$ cat src/rtl/sdio_pkg.sv
// Shared types and constants for the SDIO card-side command/response path.
package sdio_pkg;

  typedef enum logic [1:0] {
    R1 = 2'd0,
    R3 = 2'd1,
    R7 = 2'd2
  } resp_type_e;

  localparam int         SDIO_FRAME_LEN = 48;
  localparam logic [6:0] SDIO_CRC7_POLY = 7'h09;
  localparam int         SDIO_NCR_MIN   = 2;
  localparam logic [5:0] R3_INDEX       = 6'h3F;
  localparam logic [6:0] R3_CRC         = 7'h7F;

  // One serial CRC7 step, MSB-first, generator x^7 + x^3 + 1.
  function automatic logic [6:0] crc7_step(input logic [6:0] crc, input logic din);
    logic fb;
    fb = din ^ crc[6];
    return {crc[5:0], 1'b0} ^ (fb ? SDIO_CRC7_POLY : 7'h00);
  endfunction

endpackage

$ cat src/rtl/sdio_crc7.sv
// Serial CRC7 engine; also shared with the command decoder's receive check.
module sdio_crc7
  import sdio_pkg::*;
(
  input  logic       sd_clk,
  input  logic       rst_n,
  input  logic       clr,
  input  logic       en,
  input  logic       din,
  output logic [6:0] crc
);

  logic [6:0] crc_q;
  logic [6:0] crc_d;

  always_comb begin
    crc_d = crc_q;
    if (clr) begin
      crc_d = '0;
    end else if (en) begin
      crc_d = crc7_step(crc_q, din);
    end
  end

  always_ff @(posedge sd_clk) begin
    if (!rst_n) begin
      crc_q <= '0;
    end else begin
      crc_q <= crc_d;
    end
  end

  assign crc = crc_q;

endmodule

$ cat src/rtl/sdio_resp_tx.sv
// Card-side SDIO response transmitter: NCR gap, then a 48-bit CRC7-protected frame on CMD.
// Build option SDIO_RESP_PREAMBLE_EN drives the line high for one cycle before the start bit.
module sdio_resp_tx
  import sdio_pkg::*;
#(
  parameter int NCR_CYCLES = 2,
  parameter int FRAME_LEN  = SDIO_FRAME_LEN
) (
  input  logic        sd_clk,
  input  logic        rst_n,
  input  logic        req_valid,
  output logic        req_ready,
  input  logic [5:0]  req_index,
  input  logic [31:0] req_arg,
  input  logic [1:0]  req_type,
  input  logic        abort,
  output logic        sd_cmd_out,
  output logic        sd_cmd_oe,
  output logic        resp_done
);

  localparam int         NCR_EFF   = (NCR_CYCLES < SDIO_NCR_MIN) ? SDIO_NCR_MIN : NCR_CYCLES;
  localparam logic [5:0] WAIT_INIT = 6'(NCR_EFF - 1);
  localparam logic [5:0] BIT_TOP   = 6'(FRAME_LEN - 1);

  typedef enum logic [1:0] {
    S_IDLE  = 2'd0,
    S_WAIT  = 2'd1,
`ifdef SDIO_RESP_PREAMBLE_EN
    S_PRE   = 2'd3,
`endif
    S_SHIFT = 2'd2
  } state_e;

  state_e      state_q, state_d;
  logic [5:0]  wait_cnt_q, wait_cnt_d;
  logic [5:0]  bit_cnt_q, bit_cnt_d;
  logic [39:0] hdr_q, hdr_d;
  logic        r3_q, r3_d;
  logic        out_q, out_d;
  logic        oe_q, oe_d;
  logic        done_q, done_d;
  logic        ready_q, ready_d;
  logic        launch;
  logic        crc_clr, crc_en, crc_din;
  logic [6:0]  crc_val;

  sdio_crc7 u_crc (
    .sd_clk (sd_clk),
    .rst_n  (rst_n),
    .clr    (crc_clr),
    .en     (crc_en),
    .din    (crc_din),
    .crc    (crc_val)
  );

  always_comb begin
    state_d    = state_q;
    wait_cnt_d = wait_cnt_q;
    bit_cnt_d  = bit_cnt_q;
    hdr_d      = hdr_q;
    r3_d       = r3_q;
    out_d      = out_q;
    oe_d       = oe_q;
    done_d     = 1'b0;
    ready_d    = ready_q;
    launch     = 1'b0;
    crc_clr    = 1'b0;
    crc_en     = 1'b0;
    crc_din    = 1'b0;

    case (state_q)
      S_IDLE: begin
        ready_d = 1'b1;
        oe_d    = 1'b0;
        out_d   = 1'b1;
        // An abort coinciding with the handshake drops the request.
        if (req_valid && ready_q && !abort) begin
          state_d    = S_WAIT;
          ready_d    = 1'b0;
          wait_cnt_d = WAIT_INIT;
          r3_d       = (req_type == R3);
          hdr_d      = {2'b00, (req_type == R3) ? R3_INDEX : req_index, req_arg};
          crc_clr    = 1'b1;
        end
      end
      S_WAIT: begin
        if (abort) begin
          state_d = S_IDLE;
          oe_d    = 1'b0;
          out_d   = 1'b1;
          ready_d = 1'b1;
        end else if (wait_cnt_q == 6'd0) begin
`ifdef SDIO_RESP_PREAMBLE_EN
          state_d = S_PRE;
          oe_d    = 1'b1;
          out_d   = 1'b1;
`else
          state_d   = S_SHIFT;
          oe_d      = 1'b1;
          bit_cnt_d = BIT_TOP;
          launch    = 1'b1;
`endif
        end else begin
          wait_cnt_d = wait_cnt_q - 6'd1;
        end
      end
`ifdef SDIO_RESP_PREAMBLE_EN
      S_PRE: begin
        if (abort) begin
          state_d = S_IDLE;
          oe_d    = 1'b0;
          out_d   = 1'b1;
          ready_d = 1'b1;
        end else begin
          state_d   = S_SHIFT;
          oe_d      = 1'b1;
          bit_cnt_d = BIT_TOP;
          launch    = 1'b1;
        end
      end
`endif
      S_SHIFT: begin
        if (abort) begin
          state_d = S_IDLE;
          oe_d    = 1'b0;
          out_d   = 1'b1;
          ready_d = 1'b1;
        end else if (bit_cnt_q == 6'd0) begin
          state_d = S_IDLE;
          oe_d    = 1'b0;
          out_d   = 1'b1;
          done_d  = 1'b1;
          ready_d = 1'b1;
        end else begin
          bit_cnt_d = bit_cnt_q - 6'd1;
          launch    = 1'b1;
        end
      end
      default: begin
        state_d = S_IDLE;
      end
    endcase

    // Pick the bit launched at this edge; header bits also feed the CRC as they leave.
    if (launch) begin
      if (bit_cnt_d >= 6'd8) begin
        out_d   = hdr_q[bit_cnt_d - 6'd8];
        crc_en  = 1'b1;
        crc_din = out_d;
      end else if (bit_cnt_d != 6'd0) begin
        out_d = r3_q ? R3_CRC[3'(bit_cnt_d - 6'd1)] : crc_val[3'(bit_cnt_d - 6'd1)];
      end else begin
        out_d = 1'b1;
      end
    end
  end

  always_ff @(posedge sd_clk) begin
    if (!rst_n) begin
      state_q    <= S_IDLE;
      wait_cnt_q <= '0;
      bit_cnt_q  <= '0;
      hdr_q      <= '0;
      r3_q       <= 1'b0;
      out_q      <= 1'b1;
      oe_q       <= 1'b0;
      done_q     <= 1'b0;
      ready_q    <= 1'b0;
    end else begin
      state_q    <= state_d;
      wait_cnt_q <= wait_cnt_d;
      bit_cnt_q  <= bit_cnt_d;
      hdr_q      <= hdr_d;
      r3_q       <= r3_d;
      out_q      <= out_d;
      oe_q       <= oe_d;
      done_q     <= done_d;
      ready_q    <= ready_d;
    end
  end

  assign req_ready  = ready_q;
  assign sd_cmd_out = out_q;
  assign sd_cmd_oe  = oe_q;
  assign resp_done  = done_q;

endmodule
$ cat config.mk
export PLATFORM = sky130hd
export DESIGN_NAME = sdio_resp_tx
export DESIGN_NICKNAME = d
export VERILOG_FILES = /design/src/rtl/sdio_pkg.sv /design/src/rtl/sdio_crc7.sv /design/src/rtl/sdio_resp_tx.sv
export SDC_FILE = /design/constraint.sdc
export NUM_CORES = 1
export LEC_CHECK = 0
export ABC_AREA = 0
export BUFFER_PORTS_ARGS = -buffer_cell sky130_fd_sc_hd__buf_2
export CAP_MARGIN = 20
export CELL_PAD_IN_SITES_DETAIL_PLACEMENT = 2
export CELL_PAD_IN_SITES_GLOBAL_PLACEMENT = 2
export CORE_MARGIN = 3
export CORE_UTILIZATION = 35
export CTS_CLUSTER_DIAMETER = 40
export CTS_CLUSTER_SIZE = 12
export DETAILED_ROUTE_END_ITERATION = 7
export GPL_TIMING_DRIVEN = 1
export PLACE_DENSITY_LB_ADDON = 0.1
export SLEW_MARGIN = 30
export SYNTH_ARGS = -nofsm -noshare
export SYNTH_HDL_FRONTEND = slang
export SYNTH_HIERARCHICAL = 1
export SYNTH_SLANG_ARGS = --single-unit
$ cat constraint.sdc
create_clock -name sd_clk -period 10.9 [get_ports sd_clk]
set_clock_uncertainty 0.05 [all_clocks]
set_input_delay 2.725 -clock sd_clk [delete_from_list [all_inputs] [get_ports sd_clk]]
set_output_delay 2.725 -clock sd_clk [all_outputs]
set_load 0.005 [all_outputs]
After elaboration in Yosys (flattened, before gate mapping)
Memory sizes are Yosys's and may differ from the RTL's.
Index checks and enable logic that the tools add are counted.
{"block": "op_classes", "muxes": 49, "n_bitwise": 4, "add_sub_neg": 4, "n_eq_ne": 11, "n_lt_le_gt_ge": 3, "reduce_logical": 18}
{"cell": "two-way mux 6 bit", "n": 8}
{"cell": "two-way mux 1 bit", "n": 26}
{"cell": "case mux 6 bit (2 select lines)", "n": 2}
{"cell": "zero test 6 bit", "n": 2}
{"cell": "AND reduction 3 bit", "n": 4}
{"cell": "subtractor 6 x 1 -> 6 bit (second input constant)", "n": 2}
{"cell": "two-way mux 2 bit", "n": 5}
{"cell": "!= test 3 bit (second input constant)", "n": 3}
{"cell": "case mux 1 bit (3 select lines)", "n": 3}
{"cell": "!= test 2 bit (second input constant)", "n": 4}
{"cell": "< comparator 6 x 7 -> 1 bit (second input constant)", "n": 1}
{"cell": "XOR 7 bit", "n": 1}
{"cell": "binary-select mux 1 bit (select 6 bit)", "n": 1}
{"cell": ">= comparator 6 x 4 -> 1 bit (second input constant)", "n": 1}
{"cell": "case mux 2 bit (3 select lines)", "n": 1}
{"cell": "nonzero test 6 bit", "n": 1}
{"cell": "subtractor 6 x 4 -> 6 bit (second input constant)", "n": 1}
{"cell": "== test 2 x 1 -> 1 bit (second input constant)", "n": 2}
{"cell": "< comparator 3 x 4 -> 1 bit (second input constant)", "n": 1}
{"cell": "two-way mux 4 bit", "n": 1}
{"cell": "!= test 4 bit (second input constant)", "n": 1}
{"cell": "AND reduction 4 bit", "n": 1}
{"cell": "nonzero test 4 bit", "n": 1}
{"cell": "binary-select mux 1 bit (select 3 bit)", "n": 1}
{"cell": "13 further kinds", "n": 15}
{"block": "totals", "mem_count": 1, "rom_bits": 8, "word_cells": 100, "reg_bits": 64}
{"memory": "(no name shown)", "depth": 8, "width": 1, "read_ports": 1, "rd_ports_with_merged_regs": 0, "write_ports": 0, "line": "sdio_resp_tx.sv:152", "rtl": "out_d = r3_q ? R3_CRC[3'(bit_cnt_d - 6'd1)] : crc_val[3'(bit_cnt_d - 6'd1)];"}

Depth between registers and ports, before layout
Gate-level depths: netlist of run 1.
{"block": "logic_depth", "word_depth": 12, "depth_mapped": 17}

Modules after synthesis
Netlist of run 1, hierarchy kept.
{"mod": "sdio_resp_tx", "cells_each": 404, "area_per_inst_um2": 3208.1, "seq_area_each_um2": 1141.1, "instances": 1}
{"mod": "sdio_crc7", "cells_each": 28, "area_per_inst_um2": 286.5, "seq_area_each_um2": 140.1, "instances": 1}

Worst setup path after synthesis of run 1
OpenSTA, ideal clock, no wires.
{"block": "synth_timing", "kind": "input-to-reg", "startpoint": "input abort", "endpoint": "register u_crc.crc_q[3] (netlist: u_crc/crc[3])", "path_stages": 14, "path_slack_ns": 5.175, "n_path_buf": 1, "t_required_ns": 10.730, "t_arrival_ns": 5.556, "setup_time_ns": 0.120, "cell_sequence": "buf_2 -> nor4_1 -> mux2_2 -> a221o_2 -> inv_1 -> ha_1 -> inv_1 -> a21oi_1 -> o21ai_0 -> or4_4 -> a31oi_1 -> xnor2_1 -> nor4b_2 -> a211o_1"}
{"block": "synth_via", "elab_chain_cells": 10, "word_cells_on_any_way": 22, "cone_classes": "1 x add/sub; 1 x order compare; 15 x mux; 2 x bitwise; 3 x reduce/logical"}
{"element": "start: declaration", "line": "sdio_resp_tx.sv:16", "rtl": "input logic abort,"}
{"element": "two-way mux 6 bit, on equally long branches", "line": "sdio_resp_tx.sv:124, sdio_resp_tx.sv:88"}
{"element": "case mux 6 bit (2 select lines) (*)", "line": "sdio_resp_tx.sv:72", "rtl": "case (state_q)"}
{"element": "named net bit_cnt_d[3]", "line": "sdio_resp_tx.sv:37", "rtl": "logic [5:0] bit_cnt_q, bit_cnt_d;"}
{"element": "subtractor 6 x 4 -> 6 bit", "line": "sdio_resp_tx.sv:148", "rtl": "out_d = hdr_q[bit_cnt_d - 6'd8];"}
{"element": "binary-select mux 1 bit (select 6 bit)", "line": "sdio_resp_tx.sv:148"}
{"element": "two-way mux 1 bit (implied by the code)", "line": "sdio_resp_tx.sv:148"}
{"element": "two-way mux 1 bit (*)", "line": "sdio_resp_tx.sv:147", "rtl": "if (bit_cnt_d >= 6'd8) begin"}
{"element": "two-way mux 1 bit (*)", "line": "sdio_resp_tx.sv:146", "rtl": "if (launch) begin"}
{"element": "named net crc_din", "line": "sdio_resp_tx.sv:45", "rtl": "logic crc_clr, crc_en, crc_din;"}
{"element": "XOR 1 bit (*)", "line": "sdio_pkg.sv:19", "rtl": "fb = din ^ crc[6];"}
{"element": "two-way mux 4 bit (*)", "line": "sdio_pkg.sv:20", "rtl": "return {crc[5:0], 1'b0} ^ (fb ? SDIO_CRC7_POLY : 7'h00);"}
{"element": "XOR 7 bit (*)", "line": "sdio_pkg.sv:20"}
{"element": "end signal: assignment", "line": "sdio_crc7.sv:29", "rtl": "crc_q <= crc_d;"}
{"element": "end: declaration", "line": "sdio_crc7.sv:13", "rtl": "logic [6:0] crc_q;"}
The timed path passes the listed nets; every way through them passes the cells marked *. The select of a mux whose other input is x is not followed.
A chain may end at the register's enable or synchronous reset.

Worst setup path in the final report of run 1
Ends and elaborated chain as after synthesis.

==> results of run 1 <==
power by group:
| part | switching [W] | leakage [nW] | internal (W) |
|---|---|---|---|
| Sequential | 0.0000195 | 0.519 | 0.000258 |
| Combinational | 0.000129 | 1.01 | 0.0000736 |
| Clock | 0.0000983 | 0.115 | 0.000148 |
cell usage in the layout, fill, tap and decap left out, types with 13 or more instances in the layout:
cell type,netlist,routed
nor3_1,18,18
buf_2,2,47
mux2i_1,23,23
o21ai_0,14,14
ha_1,13,13
nor2_1,35,35
inv_1,18,18
a21oi_1,44,44
nand2_1,76,76
dfxtp_1,64,64
kinds of logic after synthesis:
kind of cell	after synthesis	share of synthesized area
AO/OA/AOI/OAI	98	0.180
XOR/XNOR	5	0.0125
adder cells (fa/ha/maj)	13	0.0465
buffers and inverters	43	0.0580
flip-flops	64	0.367
multiplexers	27	0.0820
AND/OR/NAND/NOR	182	0.255
routing by layer:
layer  share of wire  wire [um]  vias up  GRT usage
met1            0.44       4580     1588      0.238
met2            0.52       5420       38      0.351
li1                -          -     1586          -
met4           0.016        172        0     0.0685
met5               0          0        -          0
met3           0.028        288       12     0.0437
worst register-to-register path: cells and delay by family, from the launching register on:
family	cells	cell delay, ns
AO/OA/AOI/OAI	8	1.88
AND/OR/NAND/NOR	3	0.98
flip-flops	1	0.40
adder cells (fa/ha/maj)	2	0.38
XOR/XNOR	1	0.23
buffers and inverters	2	0.17
how the worst max path moves through the flow:
stage                     startpoint           end  slack (ns)  cells past startpoint
final                          abort  u_crc/crc[3]        5.02                     14
after global routing           abort  u_crc/crc[3]        4.73                     15
after CTS                      abort  u_crc/crc[3]        5.07                     15
after detailed placement       abort  u_crc/crc[3]        4.71                     14
after global placement         abort  u_crc/crc[3]        4.94                     14
after floorplan                abort  u_crc/crc[3]        5.17                     14
registers in the layout, indices dropped and copies added, names as in the netlist:
signal      flops
r3_q            1
hdr_q          38
sd_cmd_oe       1
resp_done       1
sd_cmd_out      1
u_crc/crc       7
wait_cnt_q      6
state_q         2
req_ready       1
bit_cnt_q       6
stage by stage:
step	setup WS [ns]	utilization	std cells	instance area, um^2
after global routing	4.73	0.428	606	4050
after floorplan	5.17	-	432	3490
after global placement	4.94	0.403	590	3810
final	5.02	0.428	606	4050
after CTS	5.07	0.428	606	4050
after detailed placement	4.71	0.403	590	3810
cell type report:
| cell class | instances | area (um^2) | share of cell area |
|---|---|---|---|
| clock inverter | 4 | 75.1 | 0.0185 |
| inverter | 21 | 83.8 | 0.0207 |
| tap | 129 | 161 | 0.0399 |
| sequential | 64 | 1280 | 0.316 |
| timing repair buffer | 51 | 265 | 0.0655 |
| multi-input combinational | 325 | 2020 | 0.498 |
| clock buffer | 12 | 165 | 0.0408 |
==> results.md, run 1 <==
- Final hold violations: 0
- Initial DRC count: between 100 and 150
- Distinct cells, synth: 64
- Synthesized netlist cell count: 432
- Max H-tree Level: 3
- Syn_area_per_cell: 8.09 um^2
- Worst Path Buf+Inv: 3
- Setup TNS: 0 ns
- Wire length of the first global-routing pass: around 17,000 um
- Req. time, crit path: ~11 ns
- Sequential area share after synthesis: 0.367
- Flops & latches, synth: 64
- Unrepaired setup endpoints after global routing: no
- Average wire per standard cell: between 15 and 20 um
- Hold Buf Count CTS: 0
- PD cells: 179 nW/um^2
- Vias in the first global route: around 3,400
- Post-CTS Setup Inserts: 0
- HP Start: hdr_q[11]
- Number of remaining DRC errors: 0
- Crit path top cell by count: inv_1
- CP top delay family: compound AO/OA/AOI/OAI gates
- Post-route clock period utilization: 0.540
- Synth top area share: 0.367
- P_leak: roughly 1.6 nW
- TritonCTS clock tree: done
- Critical path fanouts, max: 10
- Async S/R FF share, synth: 0
- Antenna cell count: 0
- CTS Root Cell: clkbuf_8
- Max cap viols: 0
- Avg Vias per Cell: roughly 5.3
- Via Count: ~3,200
- First-pass detailed-route iteration total: 4
- Setup violators final: 0
- Final hold slack: approximately 0.41 ns
- Fmax: around 170 MHz
- CP endpoint kind: flop
- Initial core utilization: 0.369
- Top FF cell, synth: dfxtp_1
- Placeable Area: about 9500 um^2
- CTS Sinks: 64
- CP Cell Sequence: buf_2 > nor4_1 > mux2_2 > a221o_2 > inv_1 > ha_1 > inv_1 > a21oi_1 > o21ai_0 > or4_4 > a31oi_1 > xnor2_1 > nor4b_2 > a211o_1
- Final min period: around 5.9 ns
- Worst vdd ir: roughly 0.084 mV
- Initial antenna violation count: 0
- Die area: 11,200 um^2
- Crit path arrival time: a little over 6 ns
- Pin count of the biggest net entering global routing: 54
- Crit path launch type: input pin
- Die Wd: ~110 um
- R2R depth: 16
- Final Max Tran Viols: 0
- Synthesized area: roughly 3500 um^2
- Outcome: complete, no violations
- Design Power: a little over 0.0007 W
- Placer congestion estimate: between 0.8 and 0.9
- CP peak stage delay: around 0.48 ns
- Most frequent cells after synthesis: nand2_1 (76), dfxtp_1 (64), a21oi_1 (44), nor2_1 (35), mux2i_1 (23)
- Crit-path slowest cell: a221o_2
- Synth area leader: dfxtp_1
- Count of buffers from port buffering: 47
- Syn Nets: 489
- Die H: 106 um
- Clk buf depth: 2
- Routed WL: about 10,000 um
- Main area contributors after synthesis: dfxtp_1 (37%), nand2_1 (8.2%), mux2i_1 (6.6%)
- Hold Path Cell Cnt: 2
- IO Pins: between 40 and 50
- Clk Latency, worst-skew pair: around 0.35 ns
- GRT Overall Usage: 0.199
- CTS resizes: 0
- Hold Path Class: reg2reg
- Worst Tran Pin Value: roughly 0.6 ns
- Launching point of the worst reg2reg path: bit_cnt_q[0]
- P&R area growth vs syn: 15.9%
- Post-route ant nets: 0
- Worst hold path endpoint: hdr_q[11]
- Fillers: between 1,000 and 1,500
- Max-slew headroom: 0.589
- Warnings, synthesis: 6
- Nets: 529
- Worst r2r dst: u_crc/crc[3]
- Row count: 35
- Inserted Clock Buffers: 9
- Post-synth EDFFs: 0
- Ratio of cells with drive above 1 in the final layout: 0.189
- GRT overflow: 0
- Clock transition at path regs: approximately 0.08 ns
- Most common cell in the netlist: nand2_1
- HPWL after DPL: roughly 7500 um
- Crit path kind: in2reg
- Worst R2R Setup Slack: approximately 6.7 ns
Power figures use the tool's default switching activity.
==> inputs of run 2 (changes only) <==
CORE_UTILIZATION = 34   (was 35)
clock period = 5.64 ns   (was 10.9 ns; I/O delays follow)
==> results.md, run 2 (synthesis gave the netlist of run 1 again) <==
- Outcome: complete, no violations (unchanged)
- M2 GR Usage: 0.338 (was 0.351)
- Die H: 107 um (was 106 um)
- Crit path launch type: input pin (unchanged)
- Worst R2R Setup Slack: 1.42 ns (was 6.71 ns)
- Crit-path slowest cell: a221o_2 (unchanged)
- Hold Buf Count CTS: 0 (unchanged)
- Nets: 528 (was 529)
- PD cells: 332 nW/um^2 (was 179 nW/um^2)
- GR met3 Demand/Resource: 0.0366 (was 0.0437)
- Post-DP Area: 3810 um^2 (about the same)
- Via Count: 3,193 (was 3,224)
- Placeable Area: 9860 um^2 (was 9460 um^2)
- Commonest non-fill, non-tap cell in the layout: nand2_1 (unchanged)
- Fmax: 228 MHz
- Post-route ant nets: 0 (unchanged)
- Max reg flops: 38 (unchanged)
- Clk buf depth: 2 (unchanged)
- Final hold violations: 0 (unchanged)
- Clk Latency, worst-skew pair: 0.35 ns (about the same)
- CTS Sinks: 64 (unchanged)
- R2R depth: 14 (was 16)
- Initial antenna violation count: 0 (unchanged)
- Vias in the first global route: 3,503 (was 3,445)
- GRT overflow: 0 (unchanged)
- HPWL after DPL: 7490 um (was 7460 um)
- Number of remaining DRC errors: 0 (unchanged)
- Average wire per standard cell: 16.7 um (was 17.3 um)
- Crit path arrival time: 4.58 ns (was 6.08 ns)
- Post-CTS Setup Inserts: 0 (unchanged)
- Initial DRC count: 88 (was 124)
- TritonCTS clock tree: done (unchanged)
- Count of buffers from port buffering: 47 (unchanged)
- Fillers: 1,160 (was 1,127)
- Register area: 1280 um^2 (unchanged)
- Hold Path Cell Cnt: 2 (unchanged)
- IO Pins: 48 (unchanged)
- First-pass detailed-route iteration total: 4 (unchanged)
- Met1 Use GR: 0.224 (was 0.238)
- Max H-tree Level: 3 (unchanged)
- Max cap viols: 0 (unchanged)
- CTS resizes: 0 (unchanged)
- Die area: 11,500 um^2 (was 11,200 um^2)
- Final Max Tran Viols: 0 (unchanged)
- Setup TNS: 0 ns (unchanged)
- Crit path kind: in2reg (unchanged)
- CP endpoint kind: flop (unchanged)
- Most frequent cells in the layout: nand2_1 (76), dfxtp_1 (64), buf_2 (47) (unchanged)
- Pin count of the biggest net entering global routing: 54 (unchanged)
- Crit path top cell by count: inv_1 (unchanged)
- Top reg by flops: hdr_q (unchanged)
- Initial core utilization: 0.354 (was 0.369)
- Antenna cell count: 0 (unchanged)
- Clock transition at path regs: 0.07 ns (was 0.08 ns)
- Critical path fanouts, max: 10 (unchanged)
- Max-slew headroom: 0.433 (was 0.589)
- Die Wd: 107 um (was 106 um)
- CTS Root Cell: clkbuf_8 (unchanged)
- P&R area growth vs syn: 14.6% (was 15.9%)
- Placer congestion estimate: 0.808 (was 0.828)
- Avg Vias per Cell: 5.24 (was 5.32)
- Area of the multi-input gates: 2020 um^2 (unchanged)
- Ratio of cells with drive above 1 in the final layout: 0.183 (was 0.189)
- Launching point of the worst reg2reg path: state_q[0] (was bit_cnt_q[0])
- Post-route clock period utilization: 0.779
- P_leak: 1.62 nW (was 1.64 nW)
- Final instance area: 4010 um^2 (was 4050 um^2)
- Req. time, crit path: 5.82 ns (was 11.10 ns)
- Worst Tran Pin Value: 0.850 ns (was 0.615 ns)
- CP peak stage delay: 0.46 ns (was 0.48 ns)
- Hold Path Class: reg2reg (unchanged)
- Routed WL: 10,200 um (was 10,500 um)
- Row count: 36 (was 35)
- HP Start: hdr_q[16] (was hdr_q[11])
- Unrepaired setup endpoints after global routing: no (unchanged)
- Worst vdd ir: 0.119 mV (was 0.0841 mV)
- Global route hottest layer: met2 (unchanged)
- Worst r2r dst: u_crc/crc[3] (unchanged)
- Inserted Clock Buffers: 9 (unchanged)
- Worst hold path endpoint: hdr_q[16] (was hdr_q[11])
- Final min period: 4.39 ns
- Wire length of the first global-routing pass: 17,200 um (was 17,500 um)
- Setup violators final: 0 (unchanged)
- GRT Overall Usage: 0.188 (was 0.199)
- CP Cell Sequence: buf_2 > nor4_1 > mux2_2 > a221o_2 > inv_1 > ha_1 > inv_1 > a21oi_1 > o21ai_0 > or4_4 > a31oi_1 > xnor2_1 > nor4b_2 > a211o_1 (unchanged)
## run 2: changes by cell type in the layout (fill, tap and decap cells not counted), sizes merged
cell and change:
clkbuf +1, clkinv +2, bufinv -1, buf -1, clkinvlp -2
## run 2: layout make-up
class,count,share of cell area
clock buffer,13,0.0397
tap,133,0.0415
sequential,64,0.320
inverter,21,0.0209
clock inverter,3,0.00999
multi-input combinational,325,0.504
timing repair buffer,50,0.0643
## run 2: power breakdown
| group | total, W | internal, W | switching [W] |
|---|---|---|---|
| clock network | 0.000407 | 0.000227 | 0.000180 |
| registers | 0.000535 | 0.000498 | 0.0000372 |
| logic | 0.000388 | 0.000141 | 0.000247 |
## run 2: worst max-delay path by stage
stage / start / end / slack (ns) / cells after the start
6_report: abort / u_crc/crc[3] / 1.25 / 14
5_1_grt: abort / u_crc/crc[3] / 0.97 / 15
4_1_cts: abort / u_crc/crc[3] / 1.25 / 14
3_5_place_dp: abort / u_crc/crc[3] / 0.88 / 14
3_3_place_gp: abort / u_crc/crc[3] / 1.01 / 14
2_1_floorplan: abort / u_crc/crc[3] / 1.23 / 14
## run 2: through the flow
step	std cells	hold WS [ns]	power [W]	setup slack [ns]	utilization
floorplan	432	0.383	0.000843	1.23	-
global placement	593	0.396	0.000918	1.01	0.386
detailed placement	593	0.401	0.000935	0.877	0.386
CTS	609	0.414	0.00135	1.25	0.406
global route	609	0.437	0.00142	0.967	0.406
finish	609	0.409	0.00133	1.25	0.406
## run 2: critical path: cells and delay by family
kind,cells,cell delay [ns]
AOI/OAI and AO/OA,5,1.28
muxes,1,0.37
and+or+nand+nor,3,0.79
buffers and inverters,3,0.35
adders and majority gates,1,0.16
xor gates and xnor gates,1,0.21
## run 2: metal layers
metal  routed length [um]  up-vias
met5                    0        -
met4                  155        0
li1                     -     1583
met1                 4570     1557
met3                  300       12
met2                 5140       41
